**config.mk**
```make
export PLATFORM = sky130hd
export DESIGN_NAME = data_send
export DESIGN_NICKNAME = d
export VERILOG_FILES = /design/src/rtl/data_send.sv
export SDC_FILE = /design/constraint.sdc
export NUM_CORES = 1
export LEC_CHECK = 0
export CORE_UTILIZATION = 45
export CTS_CLUSTER_DIAMETER = 200
export CTS_CLUSTER_SIZE = 12
export DETAILED_ROUTE_END_ITERATION = 8
export HOLD_SLACK_MARGIN = 0.15
export PLACE_DENSITY = 0.75
export SYNTH_ARGS = -nofsm -noshare
export SYNTH_HDL_FRONTEND = slang
export SYNTH_SLANG_ARGS = --single-unit
```
**constraint.sdc**
```tcl
create_clock -name clk -period 3.65 [get_ports clk]
set_input_delay 0.9125 -clock clk [delete_from_list [all_inputs] [get_ports clk]]
set_output_delay 0.9125 -clock clk [all_outputs]
set_load 0.03 [all_outputs]
```
**src/rtl/data_send.sv**
```systemverilog
// Serial frame transmitter: start bit, 8 data bits LSB first, optional parity, 1 or 2 stop bits.
// Holding start high gives back-to-back frames with no idle gap.
module data_send #(
  parameter int unsigned CLKS_PER_BIT = 4,
  parameter bit          PARITY_EN    = 1'b0,
  parameter bit          PARITY_ODD   = 1'b0,
  parameter int unsigned STOP_BITS    = 1
) (
  input  logic       clk,
  input  logic       rst,
  input  logic [7:0] data_in,
  input  logic       start,
  output logic       txd
);

  typedef enum logic [2:0] {
    IDLE,
    START,
    DATA,
    PARITY,
    STOP
  } state_t;

  localparam logic [15:0] BIT_RELOAD = 16'(CLKS_PER_BIT - 1);
  localparam logic [2:0]  LAST_STOP  = 3'(STOP_BITS - 1);

  state_t      state;
  logic [15:0] bit_cnt;
  logic [2:0]  bit_idx;
  logic [7:0]  shift_reg;
  logic        parity_bit;
  logic        bit_done;

  assign bit_done = (bit_cnt == 16'd0);

  // Parity is taken from the latched byte, so later data_in changes cannot leak into the frame.
  always_ff @(posedge clk) begin
    if (rst) begin
      state      <= IDLE;
      txd        <= 1'b1;
      bit_cnt    <= 16'd0;
      bit_idx    <= 3'd0;
      shift_reg  <= 8'h00;
      parity_bit <= 1'b0;
    end else begin
      case (state)
        IDLE: begin
          if (start) begin
            state      <= START;
            shift_reg  <= data_in;
            parity_bit <= (^data_in) ^ PARITY_ODD;
            txd        <= 1'b0;
            bit_cnt    <= BIT_RELOAD;
            bit_idx    <= 3'd0;
          end else begin
            txd <= 1'b1;
          end
        end

        START: begin
          if (bit_done) begin
            state   <= DATA;
            txd     <= shift_reg[0];
            bit_cnt <= BIT_RELOAD;
            bit_idx <= 3'd0;
          end else begin
            bit_cnt <= bit_cnt - 16'd1;
          end
        end

        DATA: begin
          if (bit_done) begin
            bit_cnt <= BIT_RELOAD;
            if (bit_idx == 3'd7) begin
              bit_idx <= 3'd0;
              if (PARITY_EN) begin
                state <= PARITY;
                txd   <= parity_bit;
              end else begin
                state <= STOP;
                txd   <= 1'b1;
              end
            end else begin
              bit_idx   <= bit_idx + 3'd1;
              shift_reg <= {1'b0, shift_reg[7:1]};
              txd       <= shift_reg[1];
            end
          end else begin
            bit_cnt <= bit_cnt - 16'd1;
          end
        end

        PARITY: begin
          if (bit_done) begin
            state   <= STOP;
            txd     <= 1'b1;
            bit_cnt <= BIT_RELOAD;
            bit_idx <= 3'd0;
          end else begin
            bit_cnt <= bit_cnt - 16'd1;
          end
        end

        // The last cycle of the last stop bit is the only busy point where start is honoured.
        STOP: begin
          if (bit_done) begin
            if (bit_idx == LAST_STOP) begin
              bit_idx <= 3'd0;
              if (start) begin
                state      <= START;
                shift_reg  <= data_in;
                parity_bit <= (^data_in) ^ PARITY_ODD;
                txd        <= 1'b0;
                bit_cnt    <= BIT_RELOAD;
              end else begin
                state <= IDLE;
                txd   <= 1'b1;
              end
            end else begin
              bit_idx <= bit_idx + 3'd1;
              bit_cnt <= BIT_RELOAD;
              txd     <= 1'b1;
            end
          end else begin
            bit_cnt <= bit_cnt - 16'd1;
          end
        end

        default: begin
          state <= IDLE;
          txd   <= 1'b1;
        end
      endcase
    end
  end

endmodule

```
---- Word-level counts from Yosys, hierarchy flattened ----
Cells that the tools add are included.
operators by class
  equality and inequality tests ........... 14
  $add $sub $neg .......................... 2
  muxes and demuxes ....................... 35
  reductions and logical operators ........ 12
operators with widths
  operator                 number
  $mux W16                 4
  $pmux W16 S3             1
  $mux W8                  5
  $mux W3                  13
  $pmux W8 S3              1
  $logic_not A16 Y1        1
  $ne A2 B2 Y1 const B     8
  $sub A16 B1 Y16 const B  1
  $pmux W3 S5              1
  $pmux W3 S4              1
  $reduce_and A5 Y1        2
  $mux W1                  8
  $reduce_and A7 Y1        1
  $eq A3 B2 Y1 const B     2
  $eq A3 B3 Y1 const B     2
  $logic_not A3 Y1         2
  $reduce_bool A3 Y1       2
  $pmux W1 S5              1
  $reduce_and A4 Y1        1
  $reduce_bool A4 Y1       1
  $add A3 B1 Y3 const B    1
  $eq A3 B1 Y1 const B     1
  $reduce_or A3 Y1         1
  $ne A2 B1 Y1 const B     1
  $reduce_or A2 Y1         1
word-level totals
  flip-flop bits (word level) ............. 31
  word-level logic and storage cells ...... 68
  output and inout port bits .............. 1
  bits of input ports ..................... 11

---- Depth between registers and ports, before layout ----
  depth in word-level cells ............... 4
  mapped depth ............................ 8
  gate-level depth less buffers ........... 7

---- Worst setup path before layout ----
Ideal clock, no wire load.
  path kind ............................... input -> register
  start ................................... input port start
  end ..................................... register shift_reg[3]
  cell stages on the path ................. 6
  path buffers ............................ 1
  setup slack ............................. 1.579 ns
  data required time ...................... 3.571 ns
  arrival time ............................ 1.992 ns
  setup time .............................. 0.079 ns
  cell sequence ........................... nor2b_1 -> nand3b_1 -> a221oi_4 -> buf_6 -> nor2_1 -> a211oi_2
between the ends
  word-level cells in the longest chain between the ends .. 4
ends and longest elaborated chain
  element                 RTL line  RTL
  start: declaration      12        input logic start,
  $mux W8 *               --
  $mux W8 (2 in series)   --
  $pmux W8 S3 *           --
  end signal: assignment  50        shift_reg <= data_in;
  end signal: assignment  85        shift_reg <= {1'b0, shift_reg[7:1]};
  end signal: assignment  111       shift_reg <= data_in;
  end: declaration        30        logic [7:0] shift_reg;
Mark *: on every way between the ends. The rest lies on a longest branch, timed or not. The select of a mux whose other input is x is not followed.
A chain may end at the register's enable or synchronous reset.

---- Worst setup path after layout ----
  start ................................... input port start
  end ..................................... register shift_reg[2]
Same word-level chain as after synthesis.

==> run summary <==
status - complete, no violations
async set-reset flop share out of synthesis - 0
post-CTS sizing - 0
TritonCTS clock tree - built
GRT Total Usage - 0.206
Via Count - 1710
post-synthesis cell area - 0.00188 sq mm
Max Cap Violations - 0
Routed Wire Length - 4090 um
ANT nets after route - 0
Final HPWL DP - 2800 um
CP endpoint kind - flip-flop
die area - 0.00445 sq mm
Switching Share - 0.493
Synth area leaders - dfxtp_1 33%, mux2i_1 5.3%, nor2_1 4.8%
clk buf depth - 2
RSZ-0062 raised after global routing - no
initial antenna violation count - 0
H-Tree Level Count - 2
dominant cell type by area after synthesis - dfxtp_1
global routing's busiest layer - met2
sequential share of power - 0.274
GR Util met1 - 0.288
vias per cell - 6.13
routing usage on met3 - 0.0342
cell depth of the worst flop-to-flop path - 8
Rel. slew slack - 0.438
max FFs per register - 16
Internal - 1.18 mW
sequential area share after synthesis - 0.329
CP arrival - 2.98 ns
#FFs+latches synth - 31
worst slew pin tran - 0.842 ns
Sink Count - 31
yosys warns - 0
largest net degree at the start of global routing - 21
Mapped Cells - 221
Tmin final - 2.79 ns
drt wl/cell - 14.7 um
Most used DFF post-synth - dfxtp_1
leakage power - 0.750 nW
ANT cells - 0
post-synth top area share - 0.329
Setup TNS - 0 ns
GPL Wtd Cong - 0.873
CTS Buf Count - 5
peak fanout along the critical path - 16
DR iter-0 viols - 152
vias in the first global route - 1465
design area - 0.00211 sq mm
# fillers - 387
Core ar. - 0.00400 sq mm
count leader, synth - dfxtp_1
fin crit share - 0.763
Initial Utilization - 0.471
DRT Pass-1 Iters - 4
Setup CP Type - in -> reg
DP Area - 0.00201 sq mm
Worst VDD drop - 0.428 mV
setup bufs post-CTS - 0
Die H - 66.7 um
Peak Freq - 359 MHz
Rows - 23
clock skew - 0.00924 ns
Hold Path Stages - 2
CTS Root Cell - clkbuf_8
P&R area growth vs syn - 12.1%
Syn Area/Cell - 8.53 sq um
crit start category - input pin
Ports - 12
global-route wire length before repair - 7010 um
M2 GR Usage - 0.307
Comb pwr share - 0.598
Post-Syn Nets - 237
switching power - 1.15 mW
Synth cell types - 54
final setup fails - 0
Clk pwr share - 0.129
Residual DRC - 0
hold slack final - 0.478 ns
Post-synth EDFFs - 0
total gr overflow - 0
Hold WC Path Type - reg -> reg
clock slew at reported path FFs - 0.06 ns
CTS Hold Bufs - 0
Power per Cell Area - 1100 mW/mm^2
Pins Over Slew Limit - 0
Req. time, crit path - 3.85 ns
die width - 66.7 um
Final Hold Viols - 0
Worst-Skew Late Latency - 0.29 ns
Synth top cells by count - 31 x dfxtp_1, 24 x nor2_1, 20 x nand2_1, 14 x a21oi_1
fraction of layout cells with a size suffix above 1 - 0.0873
count of buffers from port buffering - 11
Nets - 244
kinds of logic after synthesis:
kind of cell	synth area share
AO/OA/AOI/OAI	0.252
XOR/XNOR	0.00930
adder cells (fa/ha/maj)	0.0332
buffers and inverters	0.0418
flip-flops	0.329
multiplexers	0.0531
AND/OR/NAND/NOR	0.282
power by group through the flow:
stage / clock network, mW / registers, mW / logic, mW
2_1_floorplan: 0 / 0.595 / 1.17
3_3_place_gp: 0 / 0.639 / 1.36
3_5_place_dp: 0 / 0.641 / 1.37
4_1_cts: 0.310 / 0.635 / 1.38
5_1_grt: 0.321 / 0.663 / 1.56
6_report: 0.300 / 0.639 / 1.39
critical path: stages:
cell	delay, ns
clkdlybuf4s50_1	0.66
nor2b_1	0.26
nand3b_1	0.17
a221oi_4	0.67
nor2_1	0.08
a211oi_1	0.22
metrics by stage:
| step | util | std cells | total power, mW | setup slack (ns) |
|---|---|---|---|---|
| floorplan | - | 221 | 1.77 | 1.58 |
| global placement | 0.503 | 271 | 2.00 | 0.700 |
| detailed placement | 0.503 | 271 | 2.01 | 0.599 |
| CTS | 0.528 | 279 | 2.33 | 0.873 |
| global route | 0.528 | 279 | 2.55 | 0.657 |
| finish | 0.528 | 279 | 2.33 | 0.863 |
cell type report:
| class | count | area [sq um] | area share |
|---|---|---|---|
| Multi-Input combinational cell | 172 | 1180 | 0.561 |
| Tap cell | 50 | 62.6 | 0.0296 |
| Timing Repair Buffer | 13 | 125 | 0.0592 |
| Clock buffer | 8 | 100 | 0.0474 |
| Sequential cell | 31 | 621 | 0.294 |
| Inverter | 5 | 18.8 | 0.00889 |
cell usage in the layout, fill, tap and decap left out, types with 3 or more instances in the layout:
master,n
nand4_1,3
nor4_1,5
a311oi_1,10
a31oi_1,4
nand2_1,20
nor3_1,8
nor2_1,24
inv_1,5
nand3b_1,3
o21ai_0,6
nor2b_1,4
clkdlybuf4s50_1,11
a21oi_1,14
ha_1,5
nand2b_1,6
a211oi_1,7
clkbuf_8,7
mux2i_1,10
dfxtp_1,31
per-layer routing:
layer	wire length (um)	vias up
li1	-	846
met1	1960	807
met2	1860	48
met3	206	9
met4	68	0
met5	0	-
worst paths after layout:
kind	start	to	slack [ns]
worst min register to register	shift_reg[7]	shift_reg[7]	0.48
worst max-delay path	start	shift_reg[2]	0.86
worst min-delay path	shift_reg[7]	shift_reg[7]	0.48
worst max register to register	bit_cnt[0]	bit_cnt[5]	1.19
Note: power is estimated with default switching activity, not from simulation.
